--- src/rtl/shift_reg_arbiter.sv ---
// Round-robin arbiter sharing one 8-bit parallel-load shift register between two byte requesters.
// Drives load/data, marks the serial bit window and frame end, then holds off for a configurable gap.
module shift_reg_arbiter #(
  parameter int BIT_COUNT = 8,
  parameter int GAP       = 2
) (
  input  logic       clk,
  input  logic       rst,
  input  logic       req0,
  input  logic [7:0] data0,
  output logic       ack0,
  input  logic       req1,
  input  logic [7:0] data1,
  output logic       ack1,
  output logic       sr_load,
  output logic [7:0] sr_data,
  output logic       bit_valid,
  output logic       frame_done,
  output logic       busy,
  output logic       grant_id
);

  localparam logic [1:0] S_IDLE  = 2'd0;
  localparam logic [1:0] S_LOAD  = 2'd1;
  localparam logic [1:0] S_SHIFT = 2'd2;
  localparam logic [1:0] S_GAP   = 2'd3;

  localparam logic [7:0] LAST_BIT = 8'(BIT_COUNT - 1);
  localparam logic [7:0] LAST_GAP = 8'(GAP - 1);
  localparam bit         HAS_GAP  = (GAP > 0);

  logic [1:0] state;
  logic [7:0] bit_cnt;
  logic [7:0] gap_cnt;
  logic       ptr;
  logic       any_req;
  logic       winner;

  // ptr holds the last winner; on a tie the other requester goes next.
  always_comb begin
    any_req = req0 | req1;
    if (req0 && req1) begin
      winner = ~ptr;
    end else begin
      winner = req1;
    end
  end

  always_ff @(posedge clk or posedge rst) begin
    if (rst) begin
      state      <= S_IDLE;
      bit_cnt    <= 8'd0;
      gap_cnt    <= 8'd0;
      ptr        <= 1'b1;
      ack0       <= 1'b0;
      ack1       <= 1'b0;
      sr_load    <= 1'b0;
      sr_data    <= 8'h00;
      bit_valid  <= 1'b0;
      frame_done <= 1'b0;
      busy       <= 1'b0;
      grant_id   <= 1'b0;
    end else begin
      sr_load <= 1'b0;
      ack0    <= 1'b0;
      ack1    <= 1'b0;
      case (state)
        S_IDLE: begin
          if (any_req) begin
            state    <= S_LOAD;
            grant_id <= winner;
            sr_data  <= winner ? data1 : data0;
            sr_load  <= 1'b1;
            ack0     <= ~winner;
            ack1     <= winner;
            busy     <= 1'b1;
          end
        end
        S_LOAD: begin
          ptr        <= grant_id;
          bit_cnt    <= 8'd0;
          state      <= S_SHIFT;
          bit_valid  <= 1'b1;
          frame_done <= (LAST_BIT == 8'd0);
        end
        S_SHIFT: begin
          // frame_done is registered, so it is raised one count ahead of the last bit.
          if (bit_cnt == LAST_BIT) begin
            bit_valid  <= 1'b0;
            frame_done <= 1'b0;
            gap_cnt    <= 8'd0;
            if (HAS_GAP) begin
              state <= S_GAP;
            end else begin
              state <= S_IDLE;
              busy  <= 1'b0;
            end
          end else begin
            bit_cnt    <= bit_cnt + 8'd1;
            frame_done <= ((bit_cnt + 8'd1) == LAST_BIT);
          end
        end
        S_GAP: begin
          if (gap_cnt == LAST_GAP) begin
            state <= S_IDLE;
            busy  <= 1'b0;
          end else begin
            gap_cnt <= gap_cnt + 8'd1;
          end
        end
        default: begin
          state <= S_IDLE;
          busy  <= 1'b0;
        end
      endcase
    end
  end

  a_ack_onehot: assert property (@(posedge clk) disable iff (rst) !(ack0 && ack1));
  a_ack_load:   assert property (@(posedge clk) disable iff (rst) (ack0 || ack1) == sr_load);
  a_done_bit:   assert property (@(posedge clk) disable iff (rst) frame_done |-> bit_valid);

endmodule
--- config.mk ---
export PLATFORM = sky130hd
export DESIGN_NAME = shift_reg_arbiter
export DESIGN_NICKNAME = d
export VERILOG_FILES = /design/src/rtl/shift_reg_arbiter.sv
export SDC_FILE = /design/constraint.sdc
export NUM_CORES = 1
export LEC_CHECK = 0
export CORE_ASPECT_RATIO = 0.5
export CORE_UTILIZATION = 50
export DETAILED_ROUTE_END_ITERATION = 8
export MAX_ROUTING_LAYER = met4
export PLACE_DENSITY = 0.87
export SLEW_MARGIN = 20
export SYNTH_ARGS = -nofsm -noshare
export SYNTH_HDL_FRONTEND = slang
export SYNTH_SLANG_ARGS = --single-unit
--- constraint.sdc ---
create_clock -name clk -period 1.9 [get_ports clk]
set_input_delay 0.285 -clock clk [delete_from_list [all_inputs] [get_ports clk]]
set_output_delay 0.285 -clock clk [all_outputs]
set_load 0.005 [all_outputs]
; ---- After elaboration in Yosys (flattened, before gate mapping)
; Index checks and enable logic that the tools add are counted.
[op_classes]
addsub = 2
multipliers = 0
div = 0
order_cmp = 0
eq_ne = 11
shifts = 0
muxes = 24
bitwise = 3
n_reduce_logical = 11
[ops]
columns = op, n
row1 = $mux 8, 4
row2 = $pmux 8 s2, 2
row3 = $add 8x1->8 const B, 2
row4 = $eq 8x3->1 const B, 2
row5 = $mux 1, 11
row6 = $ne 2x2->1 const B, 5
row7 = $reduce_and 3->1, 3
row8 = $eq 8x1->1 const B, 1
row9 = $pmux 2 s4, 1
row10 = $mux 2, 3
row11 = $pmux 1 s2, 3
row12 = $reduce_and 2->1, 3
row13 = $reduce_bool 2->1, 3
row14 = $eq 2x2->1 const B, 2
row15 = $eq 2x1->1 const B, 1
row16 = $logic_not 2->1, 1
row17 = $not 1->1, 2
row18 = $logic_and 1x1->1, 1
row19 = $or 1x1->1, 1
[totals]
regBits = 34
latchBits = 0
mem_bits_rw = 0
romBits = 0
in_bits = 20
elab_cells = 63
mem_count = 0

; ---- Longest topological paths before layout
; Gate-level depths: netlist (run 1).
[depth]
word_depth = 5
depth_mapped = 7
ltp_nobuf = 6

; ---- Least setup slack after synthesis (run 1)
; No wires, ideal clock.
[synth_path]
path_kind = reg2reg
startpoint = reg bit_cnt[0]
endpoint = reg gap_cnt[7]
setup_time_ns = 0.077
arrival_ns = 1.628
t_required_ns = 1.823
setup_slack_ns = 0.194
stages_incl_launch_ff = 6
n_path_buf = 0
period_less_slack_ns = 1.706
path_cell_list = dfrtp_1 -> ha_1 -> and4bb_1 -> a31oi_1 -> or4_1 -> a21oi_1
[synth_between]
elab_chain_cells = 3
[synth_rtl]
columns = item, line
row1 = "start, declared", 33  ; logic [7:0] bit_cnt;
row2 = "start signal, assigned", 99  ; bit_cnt <= bit_cnt + 8'd1;
row3 = $eq 8x3->1, 88  ; if (bit_cnt == LAST_BIT) begin
row4 = $ne 2x2->1 (no source line), -
row5 = $reduce_and 3->1 (no source line), -
row6 = "end signal, assigned", 108  ; gap_cnt <= gap_cnt + 8'd1;
row7 = "end, declared", 34  ; logic [7:0] gap_cnt;
; No other way between the ends.
; A chain may end at the register's enable or synchronous reset.

; ---- Final worst setup path (run 1)
[layout_path]
startpoint = reg bit_cnt[1]
endpoint = reg gap_cnt[2]
; The elaborated chain is that of the path after synthesis.

==> summary.txt, run 1 <==
Setup path
  • Reg-to-reg endpoint: gap_cnt[2]$_DFFE_PP0P_
  • Cell at the slowest stage of the critical path: dfrtp_2
  • Worst Path Required: 2.11 ns
  • Launch instance of the worst register-to-register path: bit_cnt[1]$_DFFE_PP0P_
  • R2R setup slack: 0.04 ns
  • Reg2reg path depth: 6
  • Maximum fanout encountered on the critical timing path: 7
  • Crit path kind: reg2reg
  • Largest stage delay, worst path: slightly above 0.4 ns
  • Crit path buffers/inverters: 1
  • Capturing element type of the critical path: flop
  • Worst path arrival time: slightly above 2 ns
  • Worst path top cell family by delay: simple AND/OR/NAND/NOR gates
  • Startpoint types: flop
  • Ordered list of cells on the worst path: ha_1 -> and4bb_1 -> a21oi_4 -> buf_4 -> or3_1 -> a21oi_1

Clock network
  • Number of buffers added by the clock tree synthesis step: 5
  • Library cell used as clock root buffer: clkbuf_8
  • Later-pin clock latency in the skew report: 0.30 ns
  • Worst-path clk slew: 0.07 ns
  • H-tree lvl count: 2
  • Worst-case clock buffer depth: 2
  • Number of clock sinks seen by CTS: 34
  • TritonCTS clock tree: done

Job
  • # Max-Cap Violations: 0

Final layout
  • Most common library cell in the layout ignoring fill and taps: clkdlybuf4s50_1
  • FF/Latch Area: 853 um2
  • Final net count: 260
  • Post-synthesis to final-layout area growth: 34.3%
  • Diode insertion count for antenna repair: 0
  • Most frequent cells in the layout: 34 x clkdlybuf4s50_1, 32 x dfrtp_1, 15 x buf_4, 12 x nand2_1, 11 x a21oi_1
  • Final-layout fill cell count: 242
  • Multi-input combinational cell area: between 900 and 1000 um2
  • Fraction of final layout cells sized beyond drive strength 1: 0.146
  • Post-layout util: 0.718

Detailed routing
  • # DRC: 0
  • Initial DRC count: 130
  • Vias: 1,696
  • Post-route antenna net violation count: 0
  • Pre-Repair DR Iteration Count: 4
  • Routed wire length per instance: 16.8 um
  • Final Routed Wirelength: 4780 um
  • Number of vias per cell: between 5 and 6

Yosys
  • Number of synthesis warnings: 0
  • Async set-or-reset flop fraction in the synthesized netlist: 1.00
  • Number of instances in the synthesized netlist: 183
  • Largest area contributor in the synthesized netlist: dfrtp_1
  • Number of flops mapped to enable cells by yosys: 0
  • Area share of the largest cell type after synthesis: 0.440
  • Top post-synthesis cells by area: dfrtp_1 44%, ha_1 5.3%, mux2i_1 4.8%, a22o_1 3.3%, a21oi_1 2.9%
  • Synthesized net count: 211
  • Sequential element share of the synthesized area: 0.454
  • Number of distinct library cells after synthesis: 48
  • Number of synthesized register bits: 34
  • Average instance area after synthesis: 10.3 um2
  • Synth Cell Area: 1880 um2
  • Most used flip-flop cell after synthesis: dfrtp_1

Place
  • Setup WS pre-CTS: 0.0804 ns
  • HPWL reported at the end of detailed placement: 3280 um
  • Buffers added on ports: 34
  • Global placement routability congestion: 0.854

Power and ir drop
  • Switching power share of the total: 0.362
  • Sw power: 1.35 mW
  • Largest vdd supply drop: 0.521 mV
  • Clock network fraction of total power: 0.219
  • Combinational cell fraction of total power: 0.466
  • Total internal power: 2.38 mW
  • Register share of total power: 0.315
  • Leakage: approximately 1.1 nW
  • Total power per unit cell area: 1480 nW/um2

STA
  • Slew at the pin with the worst max-slew slack: about 0.44 ns
  • Top achievable clock speed: 539 MHz
  • Setup repair after global routing missed its margin: true
  • Worst setup skew after layout: 0.00329 ns
  • Hold violation total from the final report: 0
  • Number of slew-limit violations in the final report: 0
  • Min cycle time layout: 1.86 ns
  • Total Negative Setup Slacks: 0 ns
  • Worst-case headroom to the max-slew limit: 0.706
  • Setup-failing EPs final: 0
  • Final critical-path share of the clock period: 0.977
  • Final Worst Setup Slack: 0.0439 ns

Floorplan
  • Width of the die: 88.6 um
  • I/O Pins: 35
  • Total Die Area: 4020 um2
  • CORE AREA: 3510 um2
  • Initial core utilization: 0.535
  • Y dimension of the die: 45.3 um
  • Std cell rows: 15

Global routing
  • First-pass GRT wire length: 7570 um
  • Global Route Usage Sum: 0.276
  • Global route total overflow: 0
  • Initial antenna violation count: 0
  • Vias in the first global route: 1,648
  • Maximum number of pins on one net before global-route repair: 35

Outcome
  • Outcome: complete, no violations

Min path
  • Hold WC Path Type: in2async
-- Yosys cell counts (all sizes together), types with 2 or more instances --
| cell | count |
|---|---|
| and2 | 2 |
| a21o | 4 |
| buf | 5 |
| nand4 | 3 |
| inv | 9 |
| xor2 | 2 |
| nor2 | 6 |
| nand3 | 6 |
| ha | 8 |
| o31ai | 4 |
| a21oi | 12 |
| nor2b | 2 |
| dfrtp | 33 |
| nand2 | 12 |
| clkbuf | 2 |
| o32a | 2 |
| mux2 | 2 |
| nor3 | 3 |
| o21ai | 17 |
| or4 | 3 |
| o22ai | 3 |
| or3 | 6 |
| mux2i | 9 |
| a22o | 7 |
| nor4 | 3 |
| and3 | 2 |
| a21boi | 2 |
| nor4b | 2 |
| a211oi | 3 |
-- logic make-up after synthesis --
group | synth area share
AOI/OAI and AO/OA | 0.211
xor gates and xnor gates | 0.00934
adders and majority gates | 0.0533
buffers and inverters | 0.0347
DFF | 0.454
muxes | 0.0600
and+or+nand+nor | 0.177
-- state kept, by name, indices dropped and copies added (netlist names) --
register,cells
grant_id,1
ack1,1
sr_data,8
bit_cnt,8
ack0,1
frame_done,1
gap_cnt,8
bit_valid,1
sr_load,1
state,2
ptr,1
busy,1
-- stage by stage --
| stage | std cells | area [um2] | hold slack (ns) | total power [mW] |
|---|---|---|---|---|
| after CTS | 284 | 2500 | 0.399 | 3.70 |
| final | 284 | 2520 | 0.384 | 3.74 |
| after global routing | 284 | 2520 | 0.489 | 3.97 |
| after global placement | 276 | 2360 | 0.469 | 2.75 |
| after detailed placement | 276 | 2360 | 0.484 | 2.87 |
| after floorplan | 183 | 1880 | 0.426 | 2.10 |
-- how the worst max path moves through the flow --
stage | start | end | slack [ns] | depth (start not counted)
global placement | bit_cnt[1]$_DFFE_PP0P_ | gap_cnt[4]$_DFFE_PP0P_ | 0.18 | 5
floorplan | bit_cnt[0]$_DFFE_PP0P_ | gap_cnt[7]$_DFFE_PP0P_ | 0.19 | 5
finish | bit_cnt[1]$_DFFE_PP0P_ | gap_cnt[2]$_DFFE_PP0P_ | 0.04 | 6
CTS | bit_cnt[1]$_DFFE_PP0P_ | gap_cnt[2]$_DFFE_PP0P_ | 0.01 | 6
detailed placement | state[0]$_DFFE_PP0P_ | gap_cnt[6]$_DFFE_PP0P_ | 0.08 | 6
global route | bit_cnt[1]$_DFFE_PP0P_ | gap_cnt[2]$_DFFE_PP0P_ | -0.02 | 6
-- tightest hold or removal path: stages --
cell	delay (ns)
clkdlybuf4s50_1	0.39
inv_1	0.05
buf_4	0.38
-- layout make-up --
cell class	instances	share of cell area
clock buffer	5	0.0273
clock inverter	3	0.0273
inverter	9	0.0134
multi-input combinational	133	0.388
sequential	34	0.339
tap	51	0.0253
timing repair buffer	49	0.180
-- power groups by stage --
stage,Combinational [mW],Clock [mW],Sequential [mW]
2_1_floorplan,0.945,0,1.15
3_3_place_gp,1.59,0,1.16
3_5_place_dp,1.69,0,1.18
4_1_cts,1.71,0.819,1.17
5_1_grt,1.91,0.849,1.21
6_report,1.74,0.819,1.18
-- layer usage --
layer,share of wire,global-route usage,up-vias
met5,0,-,-
met4,0.033,0.174,0
met3,0.062,0.0713,21
met2,0.49,0.445,75
met1,0.41,0.315,813
li1,-,-,787
-- timing repair --
action / in CTS / in global routing
hold buffers: 0 / 0
setup endpoints to repair: 0 / 8
buffers inserted: 0 / 0
gates resized for setup: 0 / 4
(Power assumes the default switching activity.)
==> run 2, diff against run 1 <==
==> constraint.sdc (replaced) <==
create_clock -name clk -period 1.9 [get_ports clk]
set_input_delay 0.38 -clock clk [delete_from_list [all_inputs] [get_ports clk]]
set_output_delay 0.38 -clock clk [all_outputs]
set_load 0.005 [all_outputs]
==> run 2 against run 1 <==
  * Clock skew rose by 0.00050 ns
  * First-iteration DRC count decreased by 61%
  * Global-route usage down 2.1 points
  * Hold slack improved by 0.10 ns
  * Clock power fell by 37%
  * Non-clock buffer count is 1 higher
  * Clock-buffer cell count unchanged
  * Via count decreased by 1.5%
  * Sequential cell count did not move
  * Power shrank 9.2%
  * Highest routed layer unchanged
==> summary.txt, run 2 (synthesis gave the netlist of run 1 again) <==
Global routing
  • First-pass GRT wire length: 7250 um (-4.2%)
  • Maximum number of pins on one net before global-route repair: 35 (unchanged)
  • Global route total overflow: 0 (unchanged)
  • Vias in the first global route: 1,567 (-4.9%)
  • Initial antenna violation count: 0 (unchanged)
  • Global Route Usage Sum: 0.255 (-0.0208)

Clock network
  • Worst-case clock buffer depth: 2 (unchanged)
  • Worst-path clk slew: 0.07 ns (about the same)
  • Number of buffers added by the clock tree synthesis step: 5 (unchanged)
  • TritonCTS clock tree: done
  • Later-pin clock latency in the skew report: 0.29 ns (about the same)
  • Number of clock sinks seen by CTS: 34 (unchanged)
  • H-tree lvl count: 2 (unchanged)
  • Library cell used as clock root buffer: clkbuf_8

STA
  • Min cycle time layout: 1.78 ns (-0.0719 ns)
  • Number of slew-limit violations in the final report: 0 (unchanged)
  • Setup-failing EPs final: 0 (unchanged)
  • Top achievable clock speed: 560 MHz (+4.0%)
  • Hold violation total from the final report: 0 (unchanged)
  • Final Worst Setup Slack: 0.116 ns (+0.0719 ns)
  • Worst-case headroom to the max-slew limit: 0.699 (-0.00727)
  • Worst setup skew after layout: 0.00379 ns (+0.000503 ns)
  • Slew at the pin with the worst max-slew slack: 0.452 ns (+0.0109 ns)
  • Final critical-path share of the clock period: 0.939 (-0.0378)

Power and ir drop
  • Total power after layout: 3.39 mW (-9.2%)
  • Leakage: 1.09 nW (-2.0%)
  • Total power per unit cell area: 1380 nW/um2 (-7.1%)
  • Largest vdd supply drop: 0.610 mV (+17%)

Setup path
  • Crit path buffers/inverters: 0 (-1)
  • Reg2reg path depth: 5 (-1)
  • Ordered list of cells on the worst path: ha_2 -> and4bb_1 -> a21oi_2 -> or4_1 -> a21oi_1
  • Launch instance of the worst register-to-register path: bit_cnt[1]$_DFFE_PP0P_
  • Startpoint types: flop
  • Capturing element type of the critical path: flop
  • Cell at the slowest stage of the critical path: or4_1
  • Worst path top cell family by delay: simple AND/OR/NAND/NOR gates
  • Maximum fanout encountered on the critical timing path: 7 (unchanged)
  • Worst path arrival time: 2.00 ns (-0.07 ns)
  • Reg-to-reg endpoint: gap_cnt[3]$_DFFE_PP0P_
  • Crit path kind: reg2reg
  • R2R setup slack: 0.12 ns (+0.07 ns)
  • Worst Path Required: 2.11 ns (about the same)
  • Largest stage delay, worst path: 0.52 ns (+0.11 ns)

Min path
  • Hold WC Path Type: reg2reg
  • Destination of the worst hold path: sr_data[6]$_DFFE_PP0P_
  • Hold path startpoint: sr_data[6]$_DFFE_PP0P_
  • Hold depth: 2

Detailed routing
  • # DRC: 0 (unchanged)
  • Final Routed Wirelength: 4530 um (-5.4%)
  • Routed wire length per instance: 15.9 um (-5.4%)
  • Initial DRC count: 51 (-61%)
  • Pre-Repair DR Iteration Count: 5 (+1)
  • Post-route antenna net violation count: 0 (unchanged)
  • Number of vias per cell: 5.88 (-1.5%)
  • Vias: 1,671 (-1.5%)

Final layout
  • Most common library cell in the layout ignoring fill and taps: clkdlybuf4s50_1
  • Registers with the highest flip-flop counts: bit_cnt: 8 flops, gap_cnt: 8 flops, sr_data: 8 flops
  • Diode insertion count for antenna repair: 0 (unchanged)
  • Fraction of final layout cells sized beyond drive strength 1: 0.146 (unchanged)
  • Post-synthesis to final-layout area growth: 31.2%
  • Most frequent cells in the layout: 34 x clkdlybuf4s50_1, 33 x dfrtp_1, 16 x buf_4, 12 x nand2_1, 11 x a21oi_1
  • Final net count: 261 (+0.38%)

Place
  • Buffers added on ports: 34 (unchanged)
  • Setup WS pre-CTS: 0.0979 ns (+0.0175 ns)
  • HPWL reported at the end of detailed placement: 3200 um (-2.6%)
  • Global placement routability congestion: 0.850 (-0.50%)

Floorplan
  • CORE AREA: 3510 um2 (unchanged)
  • Std cell rows: 15 (unchanged)
  • Total Die Area: 4020 um2 (unchanged)
  • Width of the die: 88.6 um (unchanged)
  • Y dimension of the die: 45.3 um (unchanged)
  • I/O Pins: 35 (unchanged)
  • Initial core utilization: 0.535 (unchanged)

Outcome
  • Outcome: complete, no violations

Job
  • # Max-Cap Violations: 0 (unchanged)
[run 2: worst max path at each step]
stage	to	from	depth (start not counted)	slack [ns]
after floorplan	gap_cnt[7]$_DFFE_PP0P_	bit_cnt[0]$_DFFE_PP0P_	5	0.19
after global placement	gap_cnt[4]$_DFFE_PP0P_	bit_cnt[1]$_DFFE_PP0P_	5	0.18
after detailed placement	state[1]$_DFFE_PP0P_	gap_cnt[1]$_DFFE_PP0P_	6	0.1
after CTS	gap_cnt[7]$_DFFE_PP0P_	state[0]$_DFFE_PP0P_	6	0.1
after global routing	gap_cnt[7]$_DFFE_PP0P_	state[0]$_DFFE_PP0P_	6	-0.01
final	gap_cnt[3]$_DFFE_PP0P_	bit_cnt[1]$_DFFE_PP0P_	5	0.12
[run 2: through the flow]
step                TNS (ns)  cell area, um2  instances  hold slack (ns)  utilization
floorplan                  0            1880        183            0.479            -
global placement           0            2370        277            0.470        0.675
detailed placement         0            2370        277            0.475        0.675
CTS                        0            2450        284            0.490        0.698
global route         -0.0123            2460        284            0.519        0.702
finish                     0            2460        284            0.485        0.702
[run 2: power by group]
| part | internal, mW | total, mW | switching, mW |
|---|---|---|---|
| Clock | 0.246 | 0.514 | 0.268 |
| Sequential | 0.971 | 1.17 | 0.199 |
| Combinational | 0.888 | 1.71 | 0.820 |
| Total | 2.10 | 3.39 | 1.29 |
[run 2: area by class of cell]
cell class	count	area, um2
inverters	9	33.8
repair buffers	50	460
well taps	51	63.8
clock inverters	2	10.0
clock buffers	5	68.8
multi-input cells	133	973
fillers	250	1050
flip-flops and latches	34	852
[run 2: timing repair]
item                                    in CTS  in global routing
hold buffers                                 0                  0
resized for setup                            0                  3
setup buffers                                0                  0
endpoints found under the setup margin       0                  5
[run 2: per-layer routing]
metal	track usage	routed length, um
met5	-	0
met4	0.0742	46
met3	0.0585	211
met2	0.437	2220
met1	0.308	2050
[run 2: worst register-to-register path: stages, from the launching register on]
cell,delay [ns]
dfrtp_1,0.42
ha_2,0.24
and4bb_1,0.24
a21oi_2,0.13
or4_1,0.52
a21oi_1,0.17
==> run 3, diff against run 2 <==
--- a/config.mk
+++ b/config.mk
@@ -5,11 +5,12 @@
 export SDC_FILE = /design/constraint.sdc
 export NUM_CORES = 1
 export LEC_CHECK = 0
-export CORE_ASPECT_RATIO = 0.5
 export CORE_UTILIZATION = 50
 export DETAILED_ROUTE_END_ITERATION = 8
 export MAX_ROUTING_LAYER = met4
 export PLACE_DENSITY = 0.87
+export SKIP_CTS_REPAIR_TIMING = 1
+export SKIP_LAST_GASP = 1
 export SLEW_MARGIN = 20
 export SYNTH_ARGS = -nofsm -noshare
 export SYNTH_HDL_FRONTEND = slang
==> run 3 against run 2 <==
  * Fmax grew 0.43%
  * Worst setup slack gained 0.0077 ns
  * Clock skew grew 0.0025 ns
  * Register-to-register slack is essentially flat
  * Core utilization shrank 0.067 points
  * Global-route usage shrank 1.0 points
  * Sequential share of layout area grew 0.45 points
  * Via count shrank 3.5%
==> summary.txt, run 3 (synthesis gave the netlist of run 1 again) <==
Setup path
  • Maximum fanout encountered on the critical timing path: 4 (-3)
  • Launch instance of the worst register-to-register path: gap_cnt[1]$_DFFE_PP0P_
  • R2R setup slack: 0.12 ns (about the same)
  • Ordered list of cells on the worst path: inv_1 -> ha_1 -> nor4b_2 -> a21boi_2 -> a211oi_2 -> mux2_1
  • Worst Path Required: 2.08 ns (-0.03 ns)
  • Crit path kind: reg2reg
  • Startpoint types: flop
  • Cell at the slowest stage of the critical path: dfrtp_1
  • Worst path arrival time: 1.95 ns (-0.05 ns)
  • CP startpoint: gap_cnt[1]$_DFFE_PP0P_
  • Reg2reg path depth: 6 (+1)
  • Endpoint of the worst setup timing path: state[1]$_DFFE_PP0P_
  • Largest stage delay, worst path: 0.40 ns (-0.12 ns)
  • Reg-to-reg endpoint: state[1]$_DFFE_PP0P_
  • Capturing element type of the critical path: flop

Global routing
  • Global route total overflow: 0 (unchanged)
  • Global Route Usage Sum: 0.245 (-0.0102)
  • First-pass GRT wire length: 7210 um (-0.57%)
  • Initial antenna violation count: 0 (unchanged)
  • Maximum number of pins on one net before global-route repair: 35 (unchanged)
  • Vias in the first global route: 1,569 (+0.13%)

Final layout
  • Diode insertion count for antenna repair: 0 (unchanged)
  • Multi-input combinational cell area: 966 um2 (-0.77%)
  • FF/Latch Area: 852 um2 (unchanged)
  • Most frequent cells in the layout: 34 x clkdlybuf4s50_1, 33 x dfrtp_1, 12 x nand2_1, 12 x buf_4, 11 x a21oi_1
  • Fraction of final layout cells sized beyond drive strength 1: 0.130 (-0.0155)
  • Post-synthesis to final-layout area growth: 29.5%
  • Most common library cell in the layout ignoring fill and taps: clkdlybuf4s50_1
  • Final net count: 257 (-1.5%)
  • Final-layout fill cell count: 270 (+8.0%)
  • Registers with the highest flip-flop counts: bit_cnt: 8 flops, gap_cnt: 8 flops, sr_data: 8 flops

Clock network
  • Number of buffers added by the clock tree synthesis step: 5 (unchanged)
  • TritonCTS clock tree: done
  • Worst-path clk slew: 0.07 ns (about the same)
  • Worst-case clock buffer depth: 2 (unchanged)
  • Library cell used as clock root buffer: clkbuf_8
  • H-tree lvl count: 2 (unchanged)
  • Number of clock sinks seen by CTS: 34 (unchanged)
  • Later-pin clock latency in the skew report: 0.29 ns (about the same)

Place
  • HPWL reported at the end of detailed placement: 3140 um (-1.9%)
  • Global placement routability congestion: 0.843 (-0.76%)
  • Setup WS pre-CTS: 0.0891 ns (-0.00881 ns)
  • Buffers added on ports: 34 (unchanged)

Floorplan
  • Width of the die: 63.3 um (-29%)
  • Std cell rows: 21 (+6)
  • I/O Pins: 35 (unchanged)
  • Y dimension of the die: 63.3 um (+40%)
  • Total Die Area: 4000 um2 (-0.37%)
  • CORE AREA: 3470 um2 (-1.2%)
  • Initial core utilization: 0.541 (+0.00637)

Detailed routing
  • Final Routed Wirelength: 4270 um (-5.6%)
  • Vias: 1,613 (-3.5%)
  • Routed wire length per instance: 15.5 um (-2.9%)
  • Number of vias per cell: 5.84 (-0.67%)
  • Post-route antenna net violation count: 0 (unchanged)
  • Initial DRC count: 118 (+130%)
  • # DRC: 0 (unchanged)
  • Pre-Repair DR Iteration Count: 4 (-1)

STA
  • Smallest hold slack: 0.489 ns (+0.00380 ns)
  • Final critical-path share of the clock period: 0.935 (-0.00403)
  • Worst setup skew after layout: 0.00632 ns (+0.00253 ns)
  • Min cycle time layout: 1.78 ns (-0.00766 ns)
  • Worst-case headroom to the max-slew limit: 0.654 (-0.0447)
  • Number of slew-limit violations in the final report: 0 (unchanged)
  • Top achievable clock speed: 563 MHz (+0.43%)
  • Hold violation total from the final report: 0 (unchanged)
  • Slew at the pin with the worst max-slew slack: 0.511 ns (+0.0598 ns)
  • Final Worst Setup Slack: 0.123 ns (+0.00766 ns)
  • Setup-failing EPs final: 0 (unchanged)
  • Setup repair after global routing missed its margin: true

Job
  • # Max-Cap Violations: 0 (unchanged)

Power and ir drop
  • Total power per unit cell area: 1380 nW/um2 (+0.17%)
  • Leakage: 1.08 nW (-1.4%)
  • Largest vdd supply drop: 0.798 mV (+31%)

Outcome
  • Outcome: complete, no violations

Min path
  • Hold WC Path Type: reg2reg
## run 3: report_power, final
| group | switching (mW) | internal [mW] |
|---|---|---|
| logic | 0.802 | 0.835 |
| clock network | 0.258 | 0.292 |
| registers | 0.195 | 0.972 |
| total | 1.26 | 2.10 |
## run 3: through the flow
step | setup TNS, ns | power, mW | cell area, um2 | utilization | instances
final | 0 | 3.35 | 2430 | 0.701 | 276
after floorplan | 0 | 2.10 | 1880 | - | 183
after detailed placement | 0 | 2.82 | 2330 | 0.673 | 268
after CTS | 0 | 3.37 | 2420 | 0.699 | 276
after global routing | -0.0198 | 3.61 | 2430 | 0.701 | 276
after global placement | 0 | 2.74 | 2330 | 0.673 | 268
## run 3: area by class of cell
class / count / area share
Clock buffer: 7 / 0.0355
Clock inverter: 1 / 0.00206
Inverter: 9 / 0.0139
Multi-Input combinational cell: 133 / 0.397
Sequential cell: 34 / 0.350
Tap cell: 46 / 0.0237
Timing Repair Buffer: 46 / 0.177
## run 3: worst max-delay path, delay by kind of cell, from the launching register on
| family | cells | cell delay, ns |
|---|---|---|
| DFF | 1 | 0.40 |
| AOI/OAI and AO/OA | 2 | 0.39 |
| muxes | 1 | 0.35 |
| and+or+nand+nor | 1 | 0.31 |
| adders and majority gates | 1 | 0.13 |
| buffers and inverters | 1 | 0.08 |
## run 3: how the worst min path moves through the flow
stage / cells past startpoint / slack (ns) / end / from
after floorplan: 2 / 0.48 / frame_done$_DFFE_PP0P_ / frame_done$_DFFE_PP0P_
after global placement: 2 / 0.47 / sr_data[7]$_DFFE_PP0P_ / sr_data[7]$_DFFE_PP0P_
after detailed placement: 2 / 0.48 / sr_data[1]$_DFFE_PP0P_ / sr_data[1]$_DFFE_PP0P_
after CTS: 2 / 0.49 / sr_data[1]$_DFFE_PP0P_ / sr_data[1]$_DFFE_PP0P_
after global routing: 2 / 0.52 / sr_data[1]$_DFFE_PP0P_ / sr_data[1]$_DFFE_PP0P_
final: 2 / 0.49 / sr_data[1]$_DFFE_PP0P_ / sr_data[1]$_DFFE_PP0P_
## run 3: metal layers
metal / vias up / part of all wire / global-route usage
li1: 782 / - / -
met1: 785 / 0.42 / 0.283
met5: - / 0 / -
met4: 0 / 0.017 / 0.102
met3: 9 / 0.042 / 0.0543
met2: 37 / 0.52 / 0.410
